**config.mk**
```make
export PLATFORM = sky130hd
export DESIGN_NAME = seq_restoring_divider
export DESIGN_NICKNAME = d
export VERILOG_FILES = /design/src/rtl/seq_restoring_divider.sv
export SDC_FILE = /design/constraint.sdc
export NUM_CORES = 1
export LEC_CHECK = 0
export CAP_MARGIN = 20
export CORE_ASPECT_RATIO = 1.75
export CORE_MARGIN = 1.5
export CORE_UTILIZATION = 49
export CTS_CLUSTER_DIAMETER = 80
export DETAILED_ROUTE_END_ITERATION = 10
export GPL_TIMING_DRIVEN = 0
export PLACE_DENSITY = 0.75
export SYNTH_ARGS = -nofsm -noshare
export SYNTH_HDL_FRONTEND = slang
export SYNTH_SLANG_ARGS = --single-unit
```
**constraint.sdc**
```tcl
create_clock -name Clk -period 2.55 [get_ports Clk]
set_clock_uncertainty 0.1 [all_clocks]
set_input_delay 0.51 -clock Clk [delete_from_list [all_inputs] [get_ports Clk]]
set_output_delay 0.51 -clock Clk [all_outputs]
set_load 0.05 [all_outputs]
```
**src/rtl/seq_restoring_divider.sv**
```systemverilog
// Multi-cycle unsigned restoring divider: one trial subtraction per clock,
// start/done handshake, results held from DONE until the next accepted start.
module seq_restoring_divider #(
    parameter int WIDTH = 16
) (
    input  logic             Clk,
    input  logic             Reset_n,
    input  logic             start,
    input  logic [WIDTH-1:0] Dividend,
    input  logic [WIDTH-1:0] Divisor,
    output logic             busy,
    output logic             done,
    output logic [WIDTH-1:0] Quotient,
    output logic [WIDTH-1:0] Remainder,
    output logic             div_by_zero
);
    localparam int CW = $clog2(WIDTH + 1);

    typedef enum logic [1:0] {
        S_IDLE = 2'd0,
        S_RUN  = 2'd1,
        S_DONE = 2'd2
    } state_t;

    state_t           state_q, state_d;
    logic [WIDTH-1:0] divisor_q, divisor_d;
    logic [WIDTH-1:0] q_acc_q, q_acc_d;
    logic [WIDTH-1:0] r_acc_q, r_acc_d;
    logic [CW-1:0]    count_q, count_d;
    logic [WIDTH-1:0] quotient_q, quotient_d;
    logic [WIDTH-1:0] remainder_q, remainder_d;
    logic             dbz_q, dbz_d;
    logic             busy_q, busy_d;
    logic             done_q, done_d;

    logic [WIDTH-1:0] r_shift;
    logic [WIDTH:0]   trial;
    logic [WIDTH-1:0] r_iter;
    logic [WIDTH-1:0] q_iter;

    // Single WIDTH+1 subtractor; the extra bit keeps divisors with MSB set exact.
    always_comb begin
        r_shift = {r_acc_q[WIDTH-2:0], q_acc_q[WIDTH-1]};
        trial   = {1'b0, r_shift} - {1'b0, divisor_q};
        r_iter  = trial[WIDTH] ? r_shift : trial[WIDTH-1:0];
        q_iter  = {q_acc_q[WIDTH-2:0], ~trial[WIDTH]};
    end

    always_comb begin
        state_d     = state_q;
        divisor_d   = divisor_q;
        q_acc_d     = q_acc_q;
        r_acc_d     = r_acc_q;
        count_d     = count_q;
        quotient_d  = quotient_q;
        remainder_d = remainder_q;
        dbz_d       = dbz_q;

        case (state_q)
            S_IDLE, S_DONE: begin
                if (state_q == S_DONE) begin
                    state_d = S_IDLE;
                end
                if (start) begin
                    if (Divisor != '0) begin
                        state_d   = S_RUN;
                        divisor_d = Divisor;
                        q_acc_d   = Dividend;
                        r_acc_d   = '0;
                        count_d   = CW'(WIDTH);
                    end else begin
                        state_d     = S_DONE;
                        quotient_d  = '1;
                        remainder_d = Dividend;
                        dbz_d       = 1'b1;
                    end
                end
            end
            S_RUN: begin
                q_acc_d = q_iter;
                r_acc_d = r_iter;
                count_d = count_q - CW'(1);
                if (count_q == CW'(1)) begin
                    state_d     = S_DONE;
                    quotient_d  = q_iter;
                    remainder_d = r_iter;
                    dbz_d       = 1'b0;
                end
            end
            default: begin
                state_d = S_IDLE;
            end
        endcase

        // Status outputs are registered copies of the next state.
        busy_d = (state_d == S_RUN);
        done_d = (state_d == S_DONE);
    end

    always_ff @(posedge Clk or negedge Reset_n) begin
        if (!Reset_n) begin
            state_q     <= S_IDLE;
            divisor_q   <= '0;
            q_acc_q     <= '0;
            r_acc_q     <= '0;
            count_q     <= '0;
            quotient_q  <= '0;
            remainder_q <= '0;
            dbz_q       <= 1'b0;
            busy_q      <= 1'b0;
            done_q      <= 1'b0;
        end else begin
            state_q     <= state_d;
            divisor_q   <= divisor_d;
            q_acc_q     <= q_acc_d;
            r_acc_q     <= r_acc_d;
            count_q     <= count_d;
            quotient_q  <= quotient_d;
            remainder_q <= remainder_d;
            dbz_q       <= dbz_d;
            busy_q      <= busy_d;
            done_q      <= done_d;
        end
    end

    assign busy        = busy_q;
    assign done        = done_q;
    assign Quotient    = quotient_q;
    assign Remainder   = remainder_q;
    assign div_by_zero = dbz_q;
endmodule

```
* After elaboration in Yosys (flattened, before gate mapping) *
Cells that the tools add are included.

storage, ports and cells
  flip-flop bits (word level) = 89
  input bits = 35
  word-level logic and storage cells = 56

operators by class
  add/subtract/negate cells = 2
  eq/ne operators = 9
  mux-type cells = 27
  bitwise operators = 1
  reductions and logical operators = 7

operator list
  cell                                                                    count
  16-bit 2-to-1 mux                                                       9
  16-bit one-hot mux with 2 select lines                                  3
  15-bit 2-to-1 mux                                                       2
  15-bit one-hot mux with 2 select lines                                  1
  16-bit by 16-bit subtractor with 17-bit output                          1
  16-bit nonzero test                                                     1
  5-bit 2-to-1 mux                                                        2
  5-bit one-hot mux with 2 select lines                                   1
  2-bit 2-to-1 mux                                                        4
  2-bit != test (second input constant)                                   4
  3-bit AND reduction                                                     2
  5-bit by 1-bit equality test with 1-bit output (second input constant)  1
  5-bit by 1-bit subtractor with 5-bit output (second input constant)     1
  2-bit by 1-bit equality test with 1-bit output (second input constant)  2
  2-bit equality test (second input constant)                             2
  2-bit one-hot mux with 2 select lines                                   1
  4-bit AND reduction                                                     1
  1-bit 2-to-1 mux                                                        3
  2-bit logical NOT                                                       1
  1-bit one-hot mux with 2 select lines                                   1
  2-bit nonzero test                                                      1
  2-bit OR reduction                                                      1
  1-bit inverter                                                          1

* Longest topological paths before layout *
Gate-level depths: netlist of run 1.

  depth after elaboration = 5
  mapped depth = 11

* Least setup slack after synthesis of run 1 *
OpenSTA, ideal clock, no wires.

  kind = register -> register
  start point = register divisor_q[0]
  end point = register remainder_q[14], in the netlist Remainder[14]
  setup time = 129 ps
  data arrival time = 2153 ps
  data required time = 2321 ps
  slack = 167 ps
  stages on the path, launching flop included = 11
  buffers on the path = 2
  period minus slack after synthesis = 2383 ps
  path through = dfrtp_1 -> ha_1 -> fa_1 -> nand2b_1 -> a21oi_1 -> o21ai_2 -> a31o_1 -> buf_6 -> buf_6 -> a311oi_2 -> o21ai_1

between the ends
  longest elaborated chain between the ends = 4

ends and longest elaborated chain
  element                                         RTL line  source
  start: declaration                              26        logic [WIDTH-1:0] divisor_q, divisor_d;
  start signal: assignment                        114       divisor_q <= divisor_d;
  16-bit by 16-bit subtractor with 17-bit output  44        trial = {1'b0, r_shift} - {1'b0, divisor_q};
  16-bit 2-to-1 mux                               45        r_iter = trial[WIDTH] ? r_shift : trial[WIDTH-1:0];
  16-bit 2-to-1 mux                               83        if (count_q == CW'(1)) begin
  16-bit one-hot mux with 2 select lines          59        case (state_q)
  end signal: assignment                          119       remainder_q <= remainder_d;
  end: declaration                                31        logic [WIDTH-1:0] remainder_q, remainder_d;

No other way between the ends. The select of a mux whose other input is x is not followed.
A chain may end at the register's enable or synchronous reset.

* Worst setup path in the final report of run 1 *
  start point = register r_acc_q[11]
  end point = register remainder_q[14], in the netlist Remainder[14]

between the ends
  longest elaborated chain between the ends = 4

ends and longest elaborated chain
  element                                         RTL line  source
  start: declaration                              28        logic [WIDTH-1:0] r_acc_q, r_acc_d;
  start signal: assignment                        116       r_acc_q <= r_acc_d;
  16-bit by 16-bit subtractor with 17-bit output  44
  16-bit 2-to-1 mux                               45
  16-bit 2-to-1 mux                               83
  16-bit one-hot mux with 2 select lines          59

No other way between the ends. The select of a mux whose other input is x is not followed.

==> results.sh, run 1 <==
export IMPL_die_w_um=76.6
export IMPL_synth_top_family_by_area="compound AO/OA/AOI/OAI gates"
export IMPL_final_common_cell="nand2_1"
export IMPL_synth_area_leaders="dfrtp_1, nand2_1, ha_1"
export IMPL_syn_avg_cell_area_sq_um=8.77
export IMPL_placed_cell_area_sq_um=5510
export IMPL_cap_violations=0
export IMPL_synth_top_area_share_pct=48.0
export IMPL_final_nets=676
export IMPL_grt_pass1_wl_um=21800
export IMPL_layout_common_cells="nand2_1, dfrtp_1, clkdlybuf4s50_1, nor2_1, o21ai_0"
export IMPL_path_class="reg2reg"
export IMPL_num_vias=4373
export IMPL_cp_data_arrival_time_ns=2.69
export IMPL_antenna_found_initial=0
export IMPL_ys_warn_count=0
export IMPL_layout_drive_gt1_share_pct=13.1
export IMPL_design_core_area_sq_um=9150
export IMPL_synth_area_mux_share_pct=0.431
export IMPL_rsz0062_at_grt="yes"
export IMPL_yosys_area_share_simple_pct=19.5
export IMPL_fin_crit_ns=2.58
export IMPL_cts_tree="yes"
export IMPL_synth_cell_type_count=50
export IMPL_die_y_um=132
export IMPL_outcome="finished with violations"
export IMPL_grt_max_degree=69
export IMPL_synth_async_reset_ratio_pct=100
export IMPL_cp_start_kind="register"
export IMPL_gpl_final_weighted_congestion=0.881
export IMPL_hp_class="reg2reg"
export IMPL_tightestPinTransition_ns=0.644
export IMPL_hpwl_um=9970
export IMPL_synthAdderAreaFrac_pct=5.28
export IMPL_netlist_area_sq_um=4640
export IMPL_maxSlewViolCount=0
export IMPL_antenna_cells=0
export IMPL_post_drt_via_cell_ratio=5.85
export IMPL_yosysSeqAreaShare_pct=48.0
export IMPL_synth_edff_count=0
export IMPL_cp_required_ns=2.67
export IMPL_syn_inst=529
export IMPL_ys_ff_latch=89
export IMPL_setup_viol=2
export IMPL_cp_end_kind="register"
export IMPL_synth_top_flop_cell="dfrtp_1"
export IMPL_dr_first_iter_drc_count=372
export IMPL_numCtsBuffers=9
export IMPL_cts_root_buffer="clkbuf_16"
export IMPL_clkLatencyLatePin_ns=0.35
export IMPL_fin_util_pct=67.9
export IMPL_finalNonFillerCells=747
export IMPL_worst_slew_margin_rel_pct=57.0
export IMPL_globalRouteOverflowTotal=0
export IMPL_track_usage_pct=27.9
export IMPL_wl_um=13900
export IMPL_final_antenna_net_count=0
export IMPL_fin_area_sq_um=6220
export IMPL_yosys_area_top_type="dfrtp_1"
export IMPL_dieArea_sq_um=10100
export IMPL_fin_tns_setup_ns=-0.0329
export IMPL_ios=70
export IMPL_violations="setup timing"
export IMPL_hold_viol=0
export IMPL_nFillCells=738
export IMPL_max_freq_mhz=388
export IMPL_wl_per_cell_um=18.6
export IMPL_fin_ws_ns=-0.0277
export IMPL_cts_sinks=89
export IMPL_grt_pass1_vias=4371
export IMPL_port_buffers=69
export IMPL_crit_fanout=10
export IMPL_detail_route_first_pass_iterations=6
export IMPL_synth_compound_area_share_pct=20.1
export IMPL_fin_crit_sh_pct=101
export IMPL_start_util_pct=50.7
export IMPL_h_tree_depth=3
export IMPL_area_delta_synth_final_pct=34.0
export IMPL_clk_path_buf_depth=2
export IMPL_synth_nets=583
export IMPL_drc=0
export IMPL_placedCellCount=719
export IMPL_rows=46
export IMPL_synth_xor_area_share_pct=1.70
export IMPL_clk_pin_slew_worst_paths_ns=0.06
==> kinds of logic after synthesis <==
| logic type | count (synthesis) |
|---|---|
| simple gates | 213 |
| fa+ha+maj | 19 |
| xor+xnor | 9 |
| flops | 89 |
| compound gates | 146 |
| mux | 2 |
| buf+inv | 51 |
==> layout make-up <==
cell class | count | area [sq um] | share of cell area, %
multi-input combinational | 389 | 2440 | 39.2
sequential | 89 | 2230 | 35.8
timing repair buffer | 82 | 821 | 13.2
clock buffer | 10 | 229 | 3.68
buffer | 26 | 166 | 2.68
tap | 120 | 150 | 2.41
inverter | 25 | 93.8 | 1.51
clock inverter | 6 | 90.1 | 1.45
==> worst paths after layout <==
| check | from | cells after the start | slack, ns | endpoint |
|---|---|---|---|---|
| max | r_acc_q[11] | 9 | -0.03 | Remainder[14] |
| min reg2reg | Quotient[0] | 1 | 0.38 | Quotient[0] |
| min | Quotient[0] | 1 | 0.38 | Quotient[0] |
| max in group asynchronous | Reset_n | 3 | 1.20 | r_acc_q[13] |
| max reg2reg | r_acc_q[11] | 9 | -0.03 | Remainder[14] |
| min in group asynchronous | Reset_n | 2 | 0.50 | Quotient[6] |
==> repair_timing <==
| item | CTS | global route |
|---|---|---|
| gates resized for setup | 28 | 29 |
| endpoints found under the hold margin | 21 | 0 |
| setup endpoints to repair | 75 | 61 |
| buffers inserted | 6 | 5 |
| hold buffers | 1 | 0 |
| pin swaps | 6 | 10 |
==> critical path: stages (launching register included) <==
cell and delay, ns:
dfrtp_1 0.46, ha_1 0.42, o21ai_1 0.16, a211oi_2 0.31
nor2_1 0.09, a31o_1 0.21, buf_6 0.15, buf_12 0.16
a311oi_2 0.26, o21ai_1 0.12
==> cell usage after synthesis, types with 2 or more instances <==
master	instances
nand2_1	115
dfrtp_1	89
nor2_1	59
a21oi_1	33
o21ai_0	33
a31oi_1	29
inv_1	25
ha_1	18
clkbuf_1	11
a21o_1	9
nand2b_1	9
a22oi_1	8
buf_2	8
a32oi_1	5
nor4_1	5
o22a_1	5
xnor2_1	5
a211oi_1	4
buf_4	4
nor3_1	4
xor2_1	4
nand3_1	3
nand4_1	3
o211ai_1	3
o21ai_1	3
or3_1	3
a221oi_2	2
and2_1	2
and3_1	2
buf_6	2
mux2i_1	2
nor2b_1	2
o21ai_2	2
o22ai_1	2
==> per-stage QoR <==
| stage | hold slack (ns) | setup WS, ns |
|---|---|---|
| detailed placement | 0.334 | -0.636 |
| floorplan | 0.114 | 0.167 |
| global route | 0.406 | -0.112 |
| CTS | 0.388 | 0.00488 |
| finish | 0.382 | -0.0277 |
| global placement | 0.363 | -2.30 |
==> sequential cells by signal (all words and copies together), names as in the netlist <==
register     cells
Remainder       16
count_q          5
busy             1
state_q          2
divisor_q       16
q_acc_q         16
div_by_zero      1
r_acc_q         15
done             1
Quotient        16
==> layer usage <==
metal,vias to the layer above,routed length (um),track usage [%]
met3,46,751,3.88
met1,2121,4910,30.4
met2,186,7680,51.9
met5,-,0,0
met4,0,527,14.0
li1,2020,-,-
Power of run 1 is not shown: default switching activity piles up to over one toggle a cycle in this logic, so the estimate is an artifact.
==> run 2: changes to the inputs <==
--- a/config.mk
+++ b/config.mk
@@ -9,6 +9,7 @@
 export CORE_ASPECT_RATIO = 1.75
 export CORE_MARGIN = 1.5
 export CORE_UTILIZATION = 49
+export CTS_BUF_LIST = sky130_fd_sc_hd__clkbuf_16
 export CTS_CLUSTER_DIAMETER = 80
 export DETAILED_ROUTE_END_ITERATION = 10
 export GPL_TIMING_DRIVEN = 0
==> run 2 against run 1 <==
  * The flow still finishes with violations (setup timing)
  * Clock-buffer cell count down 1
  * Setup slack worse by 0.0070 ns
  * Critical endpoint unchanged
  * Core utilization unchanged
==> results.sh, run 2 (same netlist as run 1, synthesis figures left out) <==
export IMPL_outcome="finished with violations"
export IMPL_violations="setup timing"
export IMPL_num_vias=4374
export IMPL_cp_data_arrival_time_ns=2.70
export IMPL_layout_drive_gt1_share_pct=13.1
export IMPL_cts_sinks=89
export IMPL_path_class="reg2reg"
export IMPL_hp_class="reg2reg"
export IMPL_hold_viol=0
export IMPL_clk_path_buf_depth=2
export IMPL_ff_latch_area_sq_um=2230
export IMPL_max_freq_mhz=387
export IMPL_rows=46
export IMPL_tightestPinTransition_ns=0.673
export IMPL_port_buffers=69
export IMPL_fin_tns_setup_ns=-0.0605
export IMPL_die_y_um=132
export IMPL_multi_input_area_sq_um=2440
export IMPL_cpMaxStageDelayCell="dfrtp_1"
export IMPL_design_core_area_sq_um=9150
export IMPL_track_usage_pct=27.9
export IMPL_cap_violations=0
export IMPL_wl_per_cell_um=18.6
export IMPL_rsz0062_at_grt="yes"
export IMPL_antenna_cells=0
export IMPL_nFillCells=738
export IMPL_fin_ws_ns=-0.0348
export IMPL_worst_slew_margin_rel_pct=55.0
export IMPL_grt_pass1_vias=4371
export IMPL_gpl_final_weighted_congestion=0.881
export IMPL_hpwl_um=9970
export IMPL_grt_pass1_wl_um=21800
export IMPL_maxSlewViolCount=0
export IMPL_ios=70
export IMPL_cp_required_ns=2.67
export IMPL_cts_root_buffer="clkbuf_16"
export IMPL_cp_start_kind="register"
export IMPL_wl_um=13900
export IMPL_area_delta_synth_final_pct=34.0
export IMPL_drc=0
export IMPL_fin_crit_ns=2.58
export IMPL_antenna_found_initial=0
export IMPL_r2r_setup_slack_ns=-0.03
export IMPL_cts_tree="yes"
export IMPL_crit_fanout=10
export IMPL_h_tree_depth=3
export IMPL_min_path_cells=1
export IMPL_r2r_end="Remainder[14]"
export IMPL_setup_viol=3
export IMPL_cpPeakStageDelay_ns=0.47
export IMPL_crit_top_cell="o21ai_1"
export IMPL_final_antenna_net_count=0
export IMPL_post_drt_via_cell_ratio=5.86
export IMPL_clk_pin_slew_worst_paths_ns=0.06
export IMPL_numCtsBuffers=9
export IMPL_die_w_um=76.6
export IMPL_clkLatencyLatePin_ns=0.35
export IMPL_path_cells="ha_1 -> o21ai_1 -> a211oi_2 -> nor2_1 -> a31o_1 -> buf_6 -> buf_12 -> a311oi_2 -> o21ai_1"
export IMPL_final_common_cell="nand2_1"
export IMPL_final_nets=676
export IMPL_r2r_start="r_acc_q[11]"
export IMPL_dieArea_sq_um=10100
export IMPL_r2r_cells=9
export IMPL_cp_end_kind="register"
export IMPL_grt_max_degree=69
export IMPL_hold_path_end="Quotient[0]"
export IMPL_detail_route_first_pass_iterations=6
export IMPL_layout_common_cells="nand2_1, dfrtp_1, clkdlybuf4s50_1, nor2_1, o21ai_0"
export IMPL_start_util_pct=50.7
export IMPL_dr_first_iter_drc_count=372
export IMPL_fin_crit_sh_pct=101
export IMPL_globalRouteOverflowTotal=0
export IMPL_min_from="Quotient[0]"
## run 2: timing repair
| action | CTS | global route |
|---|---|---|
| endpoints found under the hold margin | 21 | 0 |
| resized for setup | 28 | 29 |
| hold buffers | 1 | 0 |
| buffers inserted | 6 | 5 |
| setup endpoints to repair | 75 | 61 |
| pin swaps | 6 | 10 |
## run 2: metrics by stage
stage	hold WS, ns	utilization (%)	cell area, sq um	instances	setup slack, ns
after floorplan	0.114	-	4640	529	0.167
after global placement	0.363	59.9	5480	718	-2.30
after detailed placement	0.334	60.2	5510	719	-0.636
after CTS	0.388	66.0	6040	742	0.00488
after global routing	0.406	67.9	6220	747	-0.112
final	0.382	67.9	6220	747	-0.0348
## run 2: critical path, delay by kind of cell, from the launching register on
family | cells | cell delay [ns]
flip-flops | 1 | 0.47
AO/OA/AOI/OAI | 5 | 1.06
buffers and inverters | 2 | 0.31
AND/OR/NAND/NOR | 1 | 0.09
adder cells (fa/ha/maj) | 1 | 0.42
## run 2: routing by layer
metal / up-vias / global-route usage, % / share of wire (%)
met4: 0 / 14.0 / 3.9
met3: 48 / 3.88 / 4.9
li1: 2019 / - / -
met2: 174 / 51.9 / 55
met5: - / 0 / 0
met1: 2133 / 30.4 / 36
## run 2: worst max-delay path by stage
stage	endpoint	startpoint	depth (start not counted)
finish	Remainder[14]	r_acc_q[11]	9
detailed placement	r_acc_q[7]	Divisor[2]	9
global route	Remainder[14]	r_acc_q[11]	9
CTS	Remainder[9]	r_acc_q[6]	10
global placement	divisor_q[10]	Reset_n	1
floorplan	Remainder[14]	divisor_q[0]	10
## run 2: cell type report
cell class,count,share of cell area (%)
clock buffer,9,3.62
clock inverter,7,1.51
sequential,89,35.8
buffer,26,2.68
inverter,25,1.51
multi-input combinational,389,39.2
timing repair buffer,82,13.2
tap,120,2.41
Power of run 2 is left out for the same reason.
==> run 3: changes to the inputs <==
--- a/config.mk
+++ b/config.mk
@@ -6,14 +6,16 @@
 export NUM_CORES = 1
 export LEC_CHECK = 0
 export CAP_MARGIN = 20
+export CELL_PAD_IN_SITES_DETAIL_PLACEMENT = 0
+export CELL_PAD_IN_SITES_GLOBAL_PLACEMENT = 2
 export CORE_ASPECT_RATIO = 1.75
 export CORE_MARGIN = 1.5
-export CORE_UTILIZATION = 49
+export CORE_UTILIZATION = 30
 export CTS_BUF_LIST = sky130_fd_sc_hd__clkbuf_16
 export CTS_CLUSTER_DIAMETER = 80
 export DETAILED_ROUTE_END_ITERATION = 10
 export GPL_TIMING_DRIVEN = 0
-export PLACE_DENSITY = 0.75
+export PLACE_DENSITY = 0.76
 export SYNTH_ARGS = -nofsm -noshare
 export SYNTH_HDL_FRONTEND = slang
 export SYNTH_SLANG_ARGS = --single-unit
==> run 3 against run 2 <==
  * The run still ends with setup timing left
  * Hold slack got worse by 0.35 ns
  * Die area increased by 61%
  * Final area fell by 0.50%
  * Setup slack better by 0.018 ns
  * Global-route usage down 8.7 points
  * Via count fell by 4.8%
  * Non-clock buffer count is 5 lower
  * Wire length grew 9.4%
  * Sequential share of layout area rose by 0.16 points
  * Critical endpoint is now Remainder[9]
  * Largest cell class unchanged
==> results.sh, run 3 (same netlist as run 1, synthesis figures left out) <==
export IMPL_dieArea_sq_um=16300
export IMPL_max_freq_mhz=390
export IMPL_ios=70
export IMPL_cp_end_kind="register"
export IMPL_numCtsBuffers=9
export IMPL_path_class="reg2reg"
export IMPL_final_antenna_net_count=0
export IMPL_gr_max_usage_layer="met2"
export IMPL_die_y_um=168
export IMPL_cpMaxStageDelayCell="dfrtp_1"
export IMPL_grt_pass1_wl_um=23900
export IMPL_clk_pin_slew_worst_paths_ns=0.07
export IMPL_setup_viol=2
export IMPL_layout_drive_gt1_share_pct=11.9
export IMPL_r2r_cells=11
export IMPL_wl_per_cell_um=18.8
export IMPL_hp_class="in2async"
export IMPL_rsz0062_at_grt="yes"
export IMPL_die_w_um=97.0
export IMPL_globalRouteOverflowTotal=0
export IMPL_cp_data_arrival_time_ns=2.69
export IMPL_worst_slew_margin_rel_pct=55.9
export IMPL_num_vias=4164
export IMPL_outcome="finished with violations"
export IMPL_h_tree_depth=3
export IMPL_tightestPinTransition_ns=0.645
export IMPL_r2r_setup_slack_ns=-0.02
export IMPL_r2r_start="q_acc_q[15]"
export IMPL_critical_path_top_delay_family="compound AO/OA/AOI/OAI gates"
export IMPL_fin_ws_ns=-0.0164
export IMPL_area_delta_synth_final_pct=33.3
export IMPL_drc=0
export IMPL_violations="setup timing"
export IMPL_grt_max_degree=55
export IMPL_track_usage_pct=19.3
export IMPL_fin_crit_sh_pct=101
export IMPL_use_met3_pct=2.71
export IMPL_post_drt_via_cell_ratio=5.15
export IMPL_fin_crit_ns=2.57
export IMPL_dr_first_iter_drc_count=149
export IMPL_design_core_area_sq_um=15200
export IMPL_nFillCells=1554
export IMPL_r2r_end="Remainder[9]"
export IMPL_cts_sinks=89
export IMPL_grt_pass1_vias=4254
export IMPL_detail_route_first_pass_iterations=4
export IMPL_clkLatencyLatePin_ns=0.35
export IMPL_start_util_pct=30.5
export IMPL_cts_root_buffer="clkbuf_16"
export IMPL_path_depth=11
export IMPL_hold_viol=0
export IMPL_crit_buf_inv=3
export IMPL_cts_tree="yes"
export IMPL_path_cells="inv_1 -> ha_2 -> fa_2 -> nand2b_4 -> a21oi_4 -> o21ai_4 -> a31o_1 -> buf_6 -> buf_12 -> a32oi_4 -> a31oi_1"
export IMPL_worst_hold_slack_ns=0.0328
export IMPL_final_common_cell="nand2_1"
export IMPL_multi_input_area_sq_um=2400
export IMPL_layout_common_cells="nand2_1, dfrtp_1, clkdlybuf4s50_1, nor2_1, o21ai_0"
export IMPL_final_nets=671
export IMPL_port_buffers=69
export IMPL_crit_fanout=10
export IMPL_fin_util_pct=40.6
export IMPL_cap_violations=0
export IMPL_maxSlewViolCount=0
export IMPL_use_met2_pct=37.9
export IMPL_cp_start_kind="register"
export IMPL_clk_path_buf_depth=2
export IMPL_cp_required_ns=2.67
export IMPL_cpPeakStageDelay_ns=0.40
export IMPL_met1_usage_pct=20.7
export IMPL_antenna_found_initial=0
export IMPL_gpl_final_weighted_congestion=0.836
export IMPL_rows=60
export IMPL_antenna_cells=0
export IMPL_hpwl_um=11800
export IMPL_ff_latch_area_sq_um=2230
export IMPL_wl_um=15200
-- run 3: cell count changes in the layout (fill, tap and decap cells not counted), moves of 2 or more --
cell and change:
buf_6 +3, nor4_2 +2, inv_8 +2, ha_1 +2, buf_2 +2, buf_4 -7, bufinv_16 -2, nor4_1 -2
-- run 3: metrics by stage --
stage / cells / setup TNS (ns) / cell area, sq um / worst slack (ns)
6_report: 808 / -0.0192 / 6190 / -0.0164
5_1_grt: 808 / -0.427 / 6190 / -0.0612
4_1_cts: 805 / -0.0395 / 6080 / -0.0395
3_5_place_dp: 785 / -59.92 / 5590 / -0.831
3_3_place_gp: 784 / -288.90 / 5560 / -2.60
2_1_floorplan: 529 / 0 / 4640 / 0.167
-- run 3: what timing repair did --
item | in CTS | in global routing
pin swaps | 6 | 11
endpoints found under the setup margin | 87 | 40
setup buffers | 4 | 3
hold buffers | 0 | 0
gates resized for setup | 30 | 21
-- run 3: worst max-delay path by stage --
stage | start | end | slack (ns)
floorplan | divisor_q[0] | Remainder[14] | 0.17
global placement | Reset_n | count_q[2] | -2.60
detailed placement | Divisor[2] | r_acc_q[9] | -0.83
CTS | q_acc_q[15] | Remainder[9] | -0.04
global route | q_acc_q[15] | Remainder[9] | -0.06
finish | q_acc_q[15] | Remainder[9] | -0.02
-- run 3: final cells by class --
| cell class | count | area share, % |
|---|---|---|
| multi-input combinational | 389 | 38.8 |
| sequential | 89 | 36.0 |
| timing repair buffer | 77 | 12.4 |
| tap | 186 | 3.76 |
| clock buffer | 9 | 3.64 |
| buffer | 26 | 2.83 |
| inverter | 25 | 1.52 |
| clock inverter | 7 | 0.991 |
-- run 3: routing by layer --
layer	vias to the layer above	routed length, um
li1	2004	-
met1	2038	5760
met2	100	8620
met3	22	522
met4	0	322
met5	-	0
Power of run 3 is left out for the same reason.
==> RTL edit 1, RTL diff (settings of run 2) <==
Add an input register stage for `start`, `Dividend` and `Divisor`, cleared by the reset; this delays them by one clock.
--- a/src/rtl/seq_restoring_divider.sv
+++ b/src/rtl/seq_restoring_divider.sv
@@ -23,2 +23,18 @@
     } state_t;
+
+    logic start_q;
+    logic [WIDTH-1:0] Dividend_q;
+    logic [WIDTH-1:0] Divisor_q;
+
+    always_ff @(posedge Clk or negedge Reset_n) begin
+        if (!Reset_n) begin
+            start_q    <= '0;
+            Dividend_q <= '0;
+            Divisor_q  <= '0;
+        end else begin
+            start_q    <= start;
+            Dividend_q <= Dividend;
+            Divisor_q  <= Divisor;
+        end
+    end
 
@@ -63,7 +79,7 @@
                 end
-                if (start) begin
-                    if (Divisor != '0) begin
+                if (start_q) begin
+                    if (Divisor_q != '0) begin
                         state_d   = S_RUN;
-                        divisor_d = Divisor;
-                        q_acc_d   = Dividend;
+                        divisor_d = Divisor_q;
+                        q_acc_d   = Dividend_q;
                         r_acc_d   = '0;
@@ -73,3 +89,3 @@
                         quotient_d  = '1;
-                        remainder_d = Dividend;
+                        remainder_d = Dividend_q;
                         dbz_d       = 1'b1;
Behaviour: not the same (Yosys sat finds a counterexample within 4 cycles, from zero or initial values and one cycle with Reset_n low).
==> RTL edit 1 against run 2 <==
Routed wire length up 3.5%; final cell count decreased by 0.27%; sequential cell count grew 33; global-route usage shrank 1.4 points; worst hold slack improved by 0.011 ns; fmax is 2.1% higher; non-clock buffer count shrank 10; sequential share of layout area grew 7.7 points; core utilization down 2.0 points; worst setup slack gained 0.053 ns; synthesized area up 15%; design area up 13%; critical endpoint is now Remainder[7]$_DFFE_PN0P_.
Power is not shown: default switching activity piles up to over one toggle a cycle in this logic, so the estimate is an artifact.
==> RTL edit 1: results (changes against run 2) <==
status completed; min-delay src Divisor_q[1]$_DFF_PN0_; Inst Count DP 706 (-1.8%); Mapped Cells 506 (-4.3%); Worst Setup EP Remainder[7]$_DFFE_PN0P_; routed vias 4,334 (-0.91%); first-pass GRT wire length 22,300 µm (+2.3%); Layout Nets 656 (-3.0%); Clock Latency Late Sink 0.42 ns (+0.07 ns); met1 GRT Util 27.3% (-3.1 points); share of layout cells above drive strength 1 12.2% (-0.88 points); crit path kind reg2reg; hold_ws 0.393 ns (+0.0109 ns); antenna violations before repair 0 (unchanged); cts bufs inserted 17 (+8); Worst Hold Depth 2 (+1); setup slack, reg-to-reg 0.02 ns (+0.05 ns); synth top area cells dfrtp_1 57%, nand2_1 6.7%, ha_1 4.2%; Worst Max-Slew Pin Slew 0.906 ns (+0.233 ns); Max clock buf depth 2 (unchanged); # port buffers 69 (unchanged); setup TNS 0 ns (+0.0605 ns); DR top layer met4; global routing met2 resource utilization 49.2% (-2.8 points); largest net degree at the start of global routing 85 (+23%); Routed WL per cell 19.3 µm (+3.8%); syn nets 560 (-3.9%); met3 WL 616 µm (-9.7%); total track usage 26.5% (-1.4 points); delay of the slowest cell on the worst path 0.40 ns (-0.07 ns); met1 WL 5040 µm (+0.46%); DP HPWL 9970 µm (about the same); hold endpoint divisor_q[1]$_DFFE_PN0P_; Max H-tree Level 4 (+1); vias in the first global route 4,507 (+3.1%); YS warnings 0 (unchanged); DP Area 6200 µm² (+13%); critical path fanouts, max 10 (unchanged); Final period util 99.3% (-2.1 points); DRT iter0 DRCs 259 (-30%); met3 Use GR 4.98% (+1.1 points); met2 wire length 8250 µm (+7.5%); FF-to-FF Start q_acc_q[15]$_DFFE_PN0P_; final RePlAce weighted congestion 0.878 (-0.33%); final wirelength 14,400 µm (+3.5%); pre-CTS setup slack -0.379 ns (+0.256 ns); first drt pass iteration count 5 (-1); CP max stage cell dfrtp_2; post-synthesis sequential area ratio 57.4% (+9.4 points); most frequent cells after synthesis 122 x dfrtp_1, 95 x nand2_1, 45 x o21ai_0, 28 x nor2_1, 24 x inv_1; r2r worst-path depth 10 (+1); WP data arrival 2.76 ns (+0.06 ns); worst reg2reg endpoint Remainder[7]$_DFFE_PN0P_; Yosys cell types 53 (+6.0%)
==> RTL edit 1: area by class of cell <==
| cell class | instances | area (µm²) |
|---|---|---|
| Multi-Input combinational cell | 339 | 2190 |
| Fill cell | 835 | 3630 |
| Tap cell | 130 | 163 |
| Inverter | 24 | 90.1 |
| Buffer | 21 | 111 |
| Sequential cell | 122 | 3050 |
| Clock buffer | 17 | 425 |
| Timing Repair Buffer | 77 | 787 |
| Clock inverter | 15 | 184 |
==> RTL edit 1: cell families after synthesis <==
logic type / count (synthesis) / share of synthesized area [%]
xor gates and xnor gates: 10 / 1.65
muxes: 17 / 3.22
and+or+nand+nor: 154 / 12.3
DFF: 122 / 57.4
AOI/OAI and AO/OA: 139 / 17.1
adders and majority gates: 19 / 4.61
buffers and inverters: 45 / 3.67
==> RTL edit 1: what timing repair did <==
item	in CTS	in global routing
hold buffers	1	0
pin swaps	7	9
endpoints found under the hold margin	38	0
buffers inserted	4	2
resized for setup	15	16
setup endpoints to repair	35	29
==> RTL edit 2, RTL diff (settings of run 2) <==
Without the edit above. `WIDTH`: 16 -> 8.
--- a/src/rtl/seq_restoring_divider.sv
+++ b/src/rtl/seq_restoring_divider.sv
@@ -3,3 +3,3 @@
 module seq_restoring_divider #(
-    parameter int WIDTH = 16
+    parameter int WIDTH = 8
 ) (
Interface: changed (resized Dividend, Divisor, Quotient and Remainder); port bits go from 70 to 38. No check against the original RTL was run, so the function may have changed too.
==> RTL edit 2 against run 2 <==
Sequential cell count down 41; design area down 50%; worst setup slack gained 0.30 ns; routed wire length down 59%; synthesized area fell by 47%; fmax is 13% higher.
==> RTL edit 2: results (changes against run 2) <==
DP Area 2920 µm² (-47%); antenna violations before repair 0 (unchanged); post-synthesis sequential area ratio 48.7% (+0.67 points); Async SR Flop Fraction 100% (unchanged); # port buffers 37 (-46%); r2r worst-path depth 9 (unchanged); Root Buffer clkbuf_16; share of layout cells above drive strength 1 9.74% (-3.3 points); Worst slew margin 66.3% (+11 points); ys flop type dfrtp_1; WP data arrival 2.39 ns (-0.31 ns); most frequent cells after synthesis 48 x dfrtp_1, 38 x nor2_1, 24 x nand2_1, 17 x a21oi_1, 17 x o21ai_0; synth top area cells dfrtp_1 49%, nor2_1 5.8%, ha_1 5.1%; YS warnings 0 (unchanged); Yosys cell types 49 (-2.0%); final RePlAce weighted congestion 0.832 (-5.5%); Leak Pwr ~1.4 nW; total track usage 23.2% (-4.7 points); Reg clk slew, reported paths 0.06 ns (about the same); post-cts resize count 0 (-100%); critical path fanouts, max 2 (-8); Layout Nets 337 (-50%); DR vias/cell 5.61 (-4.2%); DP HPWL 4360 µm (-56%); first drt pass iteration count 4 (-2); ANT cells 0 (unchanged); total setup buffers inserted after CTS 0 (-6); cts bufs inserted 5 (-4); crit path kind reg2reg; worst vdd ir 0.984 mV; FF-to-FF Start q_acc_q[7]$_DFFE_PN0P_; syn nets 292 (-50%); worst min path class in2async; Routed WL per cell 15.8 µm (-15%); vias in the first global route 2,123 (-51%); Clock Latency Late Sink 0.28 ns (-0.07 ns); largest net degree at the start of global routing 31 (-55%); first-pass GRT wire length 10,100 µm (-54%); status completed; grt ovf 0 (unchanged); DRT iter0 DRCs 96 (-74%); Max H-tree Level 2 (-1)
[RTL edit 2: changes by cell type after synthesis, moves of 16 or more]
cell     before  now
nand2_1     115   24
o21ai_0      33   17
dfrtp_1      89   48
nor2_1       59   38
a21oi_1      33   17
a31oi_1      29    5
[RTL edit 2: worst max-delay path, stage by stage (launching register included)]
cell     delay, ns
dfrtp_1       0.38
inv_1         0.09
ha_1          0.17
inv_1         0.05
fa_1          0.40
nand3_1       0.13
nand2_1       0.10
a31oi_1       0.25
mux2_2        0.38
a31oi_1       0.16
[RTL edit 2: cell type report]
type                            count  area [µm²]
Buffer                             11        67.6
Tap cell                           54        67.6
Clock buffer                        5         125
Inverter                           16        60.1
Timing Repair Buffer               38         385
Fill cell                         406        1810
Clock inverter                      3        37.5
Sequential cell                    48        1200
Multi-Input combinational cell    187        1140
[RTL edit 2: kinds of logic (layout without fill, tap and decap cells)]
family	count (synthesis)	count (layout)	synth area share (%)
xor gates and xnor gates	3	3	1.06
DFF	48	48	48.7
adders and majority gates	11	11	5.88
buffers and inverters	27	73	5.17
muxes	4	4	1.67
and+or+nand+nor	102	102	20.7
AOI/OAI and AO/OA	67	67	16.9
[RTL edit 2: final timing paths]
check	endpoint	slack [ns]
min in group Clk	div_by_zero$_DFFE_PN0P_	0.37
min	divisor_q[7]$_DFFE_PN0P_	0.07
max in group asynchronous	count_q[1]$_DFFE_PN0P_	1.77
min reg2reg	div_by_zero$_DFFE_PN0P_	0.37
max reg2reg	Remainder[6]$_DFFE_PN0P_	0.27
max	Remainder[6]$_DFFE_PN0P_	0.27
[RTL edit 2: stage by stage]
| stage | setup TNS (ns) | power [mW] | cells | util [%] | worst slack (ns) |
|---|---|---|---|---|---|
| 3_5_place_dp | 0 | 4.17 | 354 | 59.7 | 0.171 |
| 3_3_place_gp | -25.62 | 4.12 | 353 | 59.4 | -0.535 |
| 6_report | 0 | 4.89 | 362 | 63.0 | 0.266 |
| 5_1_grt | 0 | 5.26 | 362 | 63.0 | 0.114 |
| 2_1_floorplan | 0 | 3.39 | 262 | - | 0.517 |
| 4_1_cts | 0 | 4.92 | 362 | 63.0 | 0.268 |
[RTL edit 2: per-layer routing]
layer	up-vias	GRT usage, %	share of wire (%)
li1	1003	-	-
met1	972	27.4	40
met2	46	40.9	54
met3	9	3.07	3.8
met4	0	10.1	2.1
met5	-	0	0
[RTL edit 2: power by group]
part / leakage, nW / switching, mW / internal (mW) / total, mW
clock network: 0.0789 / 0.271 / 0.456 / 0.727
logic: 0.719 / 1.77 / 1.05 / 2.82
registers: 0.558 / 0.215 / 1.13 / 1.35
total: 1.35 / 2.26 / 2.63 / 4.89
